$ cat config.mk
export PLATFORM = sky130hd
export DESIGN_NAME = dropout_mask_gen
export DESIGN_NICKNAME = d
export VERILOG_FILES = /design/src/rtl/dropout_mask_gen.sv
export SDC_FILE = /design/constraint.sdc
export NUM_CORES = 1
export LEC_CHECK = 0
export ABC_AREA = 1
export CAP_MARGIN = 5
export CORE_MARGIN = 4
export CORE_UTILIZATION = 52
export CTS_CLUSTER_SIZE = 24
export DETAILED_ROUTE_END_ITERATION = 12
export HOLD_SLACK_MARGIN = 0.1
export MAX_ROUTING_LAYER = met4
export PLACE_DENSITY = 0.91
export SYNTH_ARGS = -nofsm -noshare
export SYNTH_HDL_FRONTEND = slang
export SYNTH_SLANG_ARGS = --single-unit
export TNS_END_PERCENT = 10
$ cat constraint.sdc
create_clock -name clk -period 2.4 [get_ports clk]
set_input_delay 0.72 -clock clk [delete_from_list [all_inputs] [get_ports clk]]
set_output_delay 0.72 -clock clk [all_outputs]
set_load 0.01 [all_outputs]
$ cat src/rtl/dropout_mask_gen.sv
// dropout_mask_gen: produces one 8-lane keep mask per request, one lane per
// clock, from a 32-bit Galois LFSR compared against a captured drop rate.
// Optional statistics outputs are enabled with `define DROPOUT_MASK_STATS_EN.
module dropout_mask_gen #(
  parameter logic [31:0] SEED = 32'hACE1_2468
) (
  input  logic        clk,
  input  logic        reset,
  input  logic        seed_load,
  input  logic [31:0] seed_in,
  input  logic [7:0]  rate,
  input  logic        req,
  output logic        busy,
  output logic [7:0]  mask,
  output logic        mask_valid,
  input  logic        mask_ready
`ifdef DROPOUT_MASK_STATS_EN
  ,
  output logic [3:0]  drop_count,
  output logic [31:0] total_dropped
`endif
);

  localparam logic [31:0] TAPS = 32'h8020_0003;

  typedef enum logic [1:0] {
    IDLE  = 2'd0,
    GEN   = 2'd1,
    VALID = 2'd2
  } state_t;

  state_t      r_state;
  state_t      w_state_nxt;
  logic [31:0] r_lfsr;
  logic [31:0] w_lfsr_step;
  logic [2:0]  r_lane;
  logic [7:0]  r_rate_q;
  logic [7:0]  r_mask;
  logic [7:0]  w_mask_upd;
  logic        w_handshake;
  logic        w_start;
  logic        w_last_lane;

  // LFSR step, current-lane update and handshake/start decode
  always_comb begin
    w_lfsr_step        = {1'b0, r_lfsr[31:1]} ^ (r_lfsr[0] ? TAPS : '0);
    w_mask_upd         = r_mask;
    w_mask_upd[r_lane] = (w_lfsr_step[7:0] >= r_rate_q);
    w_handshake        = (r_state == VALID) && mask_ready;
    w_start            = req && ((r_state == IDLE) || w_handshake);
    w_last_lane        = (r_state == GEN) && (r_lane == 3'd7);
  end

  // Next-state decode; seed_load aborts to IDLE from any state
  always_comb begin
    w_state_nxt = r_state;
    if (seed_load) begin
      w_state_nxt = IDLE;
    end else begin
      unique case (r_state)
        IDLE:    if (req) w_state_nxt = GEN;
        GEN:     if (r_lane == 3'd7) w_state_nxt = VALID;
        VALID:   if (mask_ready) w_state_nxt = req ? GEN : IDLE;
        default: w_state_nxt = IDLE;
      endcase
    end
  end

  // State register
  always_ff @(posedge clk or posedge reset) begin
    if (reset) r_state <= IDLE;
    else       r_state <= w_state_nxt;
  end

  // LFSR, captured rate, lane counter and mask datapath
  always_ff @(posedge clk or posedge reset) begin
    if (reset) begin
      r_lfsr   <= SEED;
      r_rate_q <= '0;
      r_lane   <= '0;
      r_mask   <= '0;
    end else if (seed_load) begin
      r_lfsr <= (seed_in == '0) ? SEED : seed_in;
      r_lane <= '0;
      r_mask <= '0;
    end else if (w_start) begin
      r_rate_q <= rate;
      r_lane   <= '0;
      r_mask   <= '0;
    end else if (r_state == GEN) begin
      r_lfsr <= w_lfsr_step;
      r_mask <= w_mask_upd;
      r_lane <= r_lane + 3'd1;
    end
  end

  assign busy       = (r_state == GEN);
  assign mask_valid = (r_state == VALID);
  assign mask       = r_mask;

`ifdef DROPOUT_MASK_STATS_EN
  function automatic logic [3:0] zero_count(input logic [7:0] m);
    logic [3:0] c;
    c = '0;
    for (int unsigned i = 0; i < 8; i++) c = c + {3'b000, ~m[i]};
    return c;
  endfunction

  logic [3:0]  r_drop_count;
  logic [31:0] r_total_dropped;
  logic [32:0] w_total_sum;

  // Saturating accumulator input
  always_comb begin
    w_total_sum = {1'b0, r_total_dropped} + {29'd0, r_drop_count};
  end

  // drop_count tracks the held mask; total_dropped survives seed_load
  always_ff @(posedge clk or posedge reset) begin
    if (reset) begin
      r_drop_count    <= '0;
      r_total_dropped <= '0;
    end else if (seed_load) begin
      r_drop_count <= '0;
    end else begin
      if (w_last_lane)      r_drop_count <= zero_count(w_mask_upd);
      else if (w_handshake) r_drop_count <= '0;
      if (w_handshake)
        r_total_dropped <= w_total_sum[32] ? '1 : w_total_sum[31:0];
    end
  end

  assign drop_count    = r_drop_count;
  assign total_dropped = r_total_dropped;
`else
  logic w_unused;
  assign w_unused = w_last_lane;
`endif

endmodule

Word level (Yosys, flattened, before mapping). Cells that the tools add are included.

Flip-flop bits (word level): 53. Input bits: 45. Output and inout bits: 10. Logic and storage cells: 49.

$add $sub $neg: 1. Order comparisons: 3. Eq/ne operators: 7. Multiplexer cells: 20. Bitwise operators: 2. Reduce and logical (&&, ||, !) cells: 11.

Operators with widths (number): 2-to-1 mux 32 bit (5); logical NOT 32 bit (1); XOR 31 x 32 -> 32 bit (1); 2-to-1 mux 8 bit (3); 2-to-1 mux 3 bit (3); bitwise mux 8 bit (1); greater-or-equal comparator 8 bit (1); 2-to-1 mux 2 bit (4); inequality test 3 x 2 -> 1 bit (second input constant) (2); case mux 2 bit (3 select lines) (1); less-than comparator 3 x 4 -> 1 bit (second input constant) (1); AND reduction 2 bit (2); adder 3 x 1 -> 3 bit (second input constant) (1); demux 1 bit (select 3 bit) (1); equality test 3 bit (second input constant) (1); greater-or-equal comparator 3 x 1 -> 1 bit (second input constant) (1); logical AND 1 bit (3); inequality test 3 bit (second input constant) (1); AND reduction 3 bit (1); nonzero test 3 bit (1); equality test 2 x 1 -> 1 bit (second input constant) (1); equality test 2 bit (second input constant) (1); logical NOT 2 bit (1); 2-to-1 mux 1 bit (2); 4 further kinds (4).

Longest topological paths before layout. Gate-level depths: netlist of the first run.

Word-level depth: 8. Mapped depth: 11. Mapped depth without buffers: 11.

Worst setup path before layout of the first run. OpenSTA, ideal clock, no wires.

Kind: flip-flop to output port. Start point: reg r_state[1]. End point: out busy. Arrival time: 0.847 ns. Required time: 1.680 ns. Setup slack: 0.833 ns. Cell stages (with the launch flop): 5. Path buffers: 1. Path through: dfrtp_1 inv_1 nand2_2 buf_2 inv_2.

Longest elaborated chain between the ends: 1.

Ends and longest elaborated chain: from (decl) (line 32) `state_t r_state;`; from (signal assigned) (line 72) `else r_state <= w_state_nxt;`; equality test 2 x 1 -> 1 bit (line 97) `assign busy = (r_state == GEN);`; to (decl) (line 13) `output logic busy,`.

Every way passes these cells.

Worst setup path after layout of the first run. Same ends and word-level chain as after synthesis.

==> impl_metrics.py, run 1 <==
metrics = {
    "run_status": {
        "status": "finished clean",
    },
    "detailed_routing": {
        "wl_per_cell_microns": 13.4,
        "drt_iter0_drc": 193,
        "postRouteAntennaNets": 0,
        "via_per_inst": 5.29,
        "vias": 2696,
        "first_pass_iters": 4,
        "drc": 0,
        "wirelength_microns": 6860,
    },
    "sta": {
        "finalHoldViolCount": 0,
        "maxSlewViolCount": 0,
        "hold_ws_ps": 505,
        "worst_pin_slew_ps": 529,
        "max-slew-margin-rel_pct": 64.6,
        "rsz0062_at_grt": "no",
        "finalCritPeriodShare_pct": 95.4,
        "skew_ps": 8.28,
        "period_minus_slack_ps": 2290,
        "setup_viol": 0,
        "maxClockFrequency_mhz": 437,
        "tns_ps": 0,
    },
    "floorplan": {
        "rows": 26,
        "dieArea_sq_um": 6840,
        "io_pins": 55,
        "die_y_microns": 82.7,
        "fp.dieW_microns": 82.7,
        "start_util_pct": 55.0,
        "core_area_sq_um": 5270,
    },
    "global_route": {
        "grt_pass1_vias": 2548,
        "antenna_found_initial": 0,
        "overflow": 0,
        "grt_pass1_wl_microns": 11500,
        "grtUsageTotal_pct": 22.5,
        "grt_max_degree": 54,
    },
    "critical_path": {
        "reg2reg_slack_ps": 560,
        "required_ps": 1680,
        "crit_arrival_ps": 1570,
        "critPathLaunch": "r_state[1]$_DFFE_PP0P_",
        "reg2reg_from": "r_lfsr[6]$_DFFE_PP1P_",
        "ff2ff_path_depth": 7,
        "crit_path_end_kind": "output pin",
        "cp_max_fo": 6,
        "worstSetupStartpointType": "flop",
        "crit_type": "flop to output pin",
    },
    "clock_network": {
        "path_clk_slew_ps": 90,
        "cts_hold_buf": 0,
        "tritoncts": "done",
        "worstSkewPairLatency_ps": 300,
        "postCtsSetupBuffers": 0,
        "cts-buffers-inserted": 5,
        "htreeDepth": 2,
        "cts_resized": 0,
        "clock-root-buffer": "clkbuf_8",
        "clockBufferDepth": 2,
        "cts_sinks": 53,
    },
    "job": {
        "cap_violations": 0,
    },
    "pwr": {
        "power.total_mw": 2.13,
        "p_per_area_nw_per_um2": 586,
        "p_leak_nw": 1.76,
        "ir_worst_vdd_v": 0.000258,
    },
    "yosys": {
        "yosys-mux-area-fraction_pct": 1.08,
        "synth_top_family_by_area": "simple AND/OR/NAND/NOR gates",
        "syn_area_sq_um": 2900,
        "synth_compound_area_share_pct": 14.3,
        "avgSynthCellArea_sq_um": 7.57,
        "yosysTopAreaCellShare_pct": 34.5,
        "synth_xor_area_share_pct": 0.604,
        "synth-adder-area-share_pct": 4.31,
        "synth_seq_cells": 53,
        "synth_most_common_cell": "nand2_1",
        "ys.flop_type": "dfrtp_1",
        "synthTopCellsByArea": "dfrtp_1 (35%), dfstp_2 (12%), nand2_1 (11%), nor2_1 (9.3%), inv_1 (6.2%)",
        "ys_types": 28,
        "syn_nets": 438,
        "synth_commonest_cells": "nand2_1 (85), nor2_1 (72), inv_1 (48)",
        "ys_seq_area_share_pct": 46.3,
        "synthCells": 383,
        "yosysTopAreaCell": "dfrtp_1",
        "ys_warn_count": 0,
        "synth-simple-area-share_pct": 24.5,
        "synth_async_sr_flop_share_pct": 100,
        "synth_edf_count": 0,
    },
    "final_layout": {
        "antenna_cells": 0,
        "drive_above_1_share_pct": 8.86,
        "syn_to_final_growth_pct": 25.5,
        "nets": 494,
    },
    "hold_path": {
        "hp-class": "flop to flop",
        "hold_start": "r_lfsr[21]$_DFFE_PP1P_",
        "worstHoldPathCells": 2,
    },
    "place": {
        "place_hpwl_microns": 5190,
        "port_buffers": 54,
        "place.gp.congestion": 0.923,
    },
}
==> where the power goes <==
group          internal [mW]  switching [mW]  leakage (nW)
Combinational          0.219           0.285          1.08
Clock                  0.261           0.280        0.0542
Sequential              1.02          0.0657         0.628
Total                   1.50           0.631          1.76
==> cell usage in the layout (no fill, tap or decap), drive strengths merged <==
| cell type | synthesis | layout |
|---|---|---|
| clkbuf | 5 | 7 |
| nand4 | 10 | 10 |
| buf | 8 | 8 |
| nand3 | 3 | 3 |
| a21oi | 23 | 23 |
| xnor2 | 1 | 1 |
| a221oi | 1 | 1 |
| o21ai | 30 | 30 |
| nor3 | 3 | 3 |
| ha | 10 | 10 |
| o22ai | 5 | 5 |
| dfstp | 13 | 13 |
| inv | 52 | 52 |
| a22oi | 12 | 12 |
| a31oi | 2 | 2 |
| clkinv | 0 | 1 |
| nor2 | 73 | 73 |
| a21o | 1 | 1 |
| mux2 | 1 | 1 |
| xor2 | 1 | 1 |
| dfrtp | 40 | 40 |
| nand2 | 87 | 87 |
| mux2i | 2 | 2 |
| clkdlybuf4s50 | 0 | 54 |
==> state kept, by name (all words and copies together) (netlist names) <==
register	count
mask	8
r_lane	3
r_lfsr	32
r_rate_q	8
r_state	2
==> path summary, 6_finish.rpt <==
kind / endpoint
hold / removal: r_lfsr[21]$_DFFE_PP1P_
hold reg to reg: r_lfsr[21]$_DFFE_PP1P_
setup reg to reg: mask[3]$_DFFE_PP0P_
min in group asynchronous: mask[2]$_DFFE_PP0P_
setup / recovery: busy
max in group asynchronous: r_lfsr[13]$_DFFE_PP1P_
==> logic make-up (layout without fill, tap and decap cells) <==
family,count (synthesis),after routing
AO/OA/AOI/OAI,74,74
XOR/XNOR,2,2
adder cells (fa/ha/maj),10,10
buffers and inverters,65,122
flip-flops,53,53
multiplexers,3,3
AND/OR/NAND/NOR,176,176
==> per-layer routing <==
layer | global-route usage [%] | up-vias | part of all wire, %
met4 | 6.21 | 0 | 1.4
met2 | 38.7 | 102 | 50
met5 | - | - | 0
li1 | - | 1341 | -
met3 | 3.25 | 11 | 6.7
met1 | 27.7 | 1242 | 42
==> stage by stage <==
step | area [sq um] | cells | setup slack [ps] | util [%]
floorplan | 2900 | 383 | 415 | -
global placement | 3540 | 502 | 131 | 67.2
detailed placement | 3540 | 502 | 119 | 67.2
CTS | 3640 | 510 | 100 | 69.1
global route | 3640 | 510 | 15.2 | 69.1
finish | 3640 | 510 | 111 | 69.1
==> worst max-delay path, cell delays in order, from the launching register on <==
cell             delay (ps)
dfrtp_1                 400
inv_1                   120
nand2_2                  70
inv_2                   110
clkdlybuf4s50_1         560
==> area by class of cell <==
class	instances	area, sq um
repair buffers	62	613
fillers	438	1630
clock buffers	7	96.3
inverters	52	195
clock inverters	1	5.00
multi-input cells	265	1300
well taps	70	87.6
flip-flops and latches	53	1340
Power figures use the tool's default switching activity.
==> run 2, diff against run 1 <==
--- a/config.mk
+++ b/config.mk
@@ -8,12 +8,13 @@
 export ABC_AREA = 1
 export CAP_MARGIN = 5
 export CORE_MARGIN = 4
-export CORE_UTILIZATION = 52
+export CORE_UTILIZATION = 54
+export CTS_BUF_LIST = sky130_fd_sc_hd__clkbuf_8
 export CTS_CLUSTER_SIZE = 24
 export DETAILED_ROUTE_END_ITERATION = 12
 export HOLD_SLACK_MARGIN = 0.1
 export MAX_ROUTING_LAYER = met4
-export PLACE_DENSITY = 0.91
+export PLACE_DENSITY = 0.93
 export SYNTH_ARGS = -nofsm -noshare
 export SYNTH_HDL_FRONTEND = slang
 export SYNTH_SLANG_ARGS = --single-unit
==> impl_metrics.py, run 2 (same netlist as run 1, synthesis figures left out) <==
metrics = {
    "critical_path": {
        "ff2ff_path_depth": 10,
        "crit_path_end_kind": "output pin",
        "cp_max_fo": 6,
        "r2r_end": "mask[7]$_DFFE_PP0P_",
        "reg2reg_slack_ps": 530,
        "crit_arrival_ps": 1590,
        "worstSetupStartpointType": "flop",
        "reg2reg_from": "r_lfsr[0]$_DFFE_PP0P_",
        "required_ps": 1680,
        "crit_type": "flop to output pin",
    },
    "sta": {
        "max-slew-margin-rel_pct": 63.2,
        "finalHoldViolCount": 0,
        "rsz0062_at_grt": "no",
        "finalCritPeriodShare_pct": 96.1,
        "setup_viol": 0,
        "period_minus_slack_ps": 2310,
        "worst_pin_slew_ps": 550,
        "tns_ps": 0,
        "maxSlewViolCount": 0,
        "maxClockFrequency_mhz": 434,
        "skew_ps": 9.33,
    },
    "global_route": {
        "grtUsageTotal_pct": 25.1,
        "overflow": 0,
        "grt_pass1_wl_microns": 12400,
        "antenna_found_initial": 0,
        "grt_max_degree": 27,
        "grt_pass1_vias": 2754,
    },
    "final_layout": {
        "final_common_cell": "nand2_1",
        "antenna_cells": 0,
        "largest-register": "r_lfsr",
        "finish.utilization_pct": 70.1,
        "fillers": 419,
        "nets": 494,
        "drive_above_1_share_pct": 8.43,
        "layout_common_cells": "nand2_1 (85), nor2_1 (72), clkdlybuf4s50_1 (54)",
        "largest_reg_flops": 32,
        "syn_to_final_growth_pct": 25.0,
        "finalNonFillerCells": 509,
    },
    "clock_network": {
        "postCtsSetupBuffers": 0,
        "cts_sinks": 53,
        "clockBufferDepth": 2,
        "htreeDepth": 2,
        "cts-buffers-inserted": 5,
        "worstSkewPairLatency_ps": 310,
        "cts_hold_buf": 0,
        "clock-root-buffer": "clkbuf_8",
        "tritoncts": "done",
        "path_clk_slew_ps": 100,
        "cts_resized": 0,
    },
    "floorplan": {
        "core_area_sq_um": 5170,
        "rows": 26,
        "fp.dieW_microns": 81.3,
        "start_util_pct": 56.1,
        "die_y_microns": 81.3,
        "io_pins": 55,
        "dieArea_sq_um": 6610,
    },
    "detailed_routing": {
        "wirelength_microns": 7360,
        "via_per_inst": 5.43,
        "drc": 0,
        "postRouteAntennaNets": 0,
        "wl_per_cell_microns": 14.5,
        "drt_iter0_drc": 217,
        "first_pass_iters": 4,
        "vias": 2764,
    },
    "place": {
        "place_hpwl_microns": 5390,
        "dp_cells": 502,
        "port_buffers": 54,
        "place.gp.congestion": 0.855,
    },
    "job": {
        "cap_violations": 0,
    },
    "pwr": {
        "p_leak_nw": 1.75,
        "ir_worst_vdd_v": 0.000292,
        "p_per_area_nw_per_um2": 584,
    },
    "run_status": {
        "status": "finished clean",
    },
    "hold_path": {
        "hold_start": "r_lfsr[21]$_DFFE_PP1P_",
        "worstHoldPathCells": 2,
        "min_to": "r_lfsr[21]$_DFFE_PP1P_",
        "hp-class": "flop to flop",
    },
}
==> run 2: cell types whose count changed in the layout (fill, tap and decap cells not counted) <==
cell	change
clkbuf_8	-1
clkinv_2	-1
inv_1	+1
==> run 2: worst max path at each step <==
stage	from	depth (start not counted)	endpoint	slack (ps)
floorplan	reset	1	mask[0]$_DFFE_PP0P_	420
global placement	seed_in[21]	8	r_lfsr[21]$_DFFE_PP1P_	180
detailed placement	seed_in[22]	8	r_lfsr[23]$_DFFE_PP1P_	110
CTS	r_state[1]$_DFFE_PP0P_	4	busy	100
global route	r_state[1]$_DFFE_PP0P_	4	busy	60
finish	r_state[1]$_DFFE_PP0P_	4	busy	90
==> run 2: cell type report <==
cell class                      instances  area (sq um)  share of cell area [%]
Timing Repair Buffer                   62           613                    16.9
Inverter                               52           195                    5.38
Tap cell                               70          87.6                    2.42
Clock buffer                            6          82.6                    2.28
Multi-Input combinational cell        265          1300                    35.9
Clock inverter                          1          3.75                   0.104
Sequential cell                        53          1340                    37.0
==> run 2: critical path, stage by stage, from the launching register on <==
cell	delay, ps
dfrtp_1	400
inv_1	120
nand2_2	70
inv_2	120
clkdlybuf4s50_1	560
==> run 2: power by group <==
part	total [mW]	internal, mW	switching (mW)
Combinational	0.516	0.220	0.296
Sequential	1.09	1.02	0.0644
Clock	0.515	0.226	0.289
Total	2.12	1.47	0.649
==> run 2: metal layers <==
metal	vias to the layer above	GRT usage, %	share of wire [%]
li1	1335	-	-
met1	1286	30.9	40
met2	130	41.3	50
met3	13	4.66	8.0
met4	0	8.78	1.5
met5	-	-	0
==> run 2: metrics by stage <==
| step | setup slack, ps | power (mW) | instance area (sq um) | hold slack, ps |
|---|---|---|---|---|
| after floorplan | 415 | 1.40 | 2900 | 447 |
| final | 94.2 | 2.12 | 3630 | 481 |
| after CTS | 100 | 2.11 | 3630 | 477 |
| after detailed placement | 109 | 1.61 | 3540 | 464 |
| after global routing | 58.2 | 2.23 | 3630 | 486 |
| after global placement | 180 | 1.57 | 3540 | 459 |
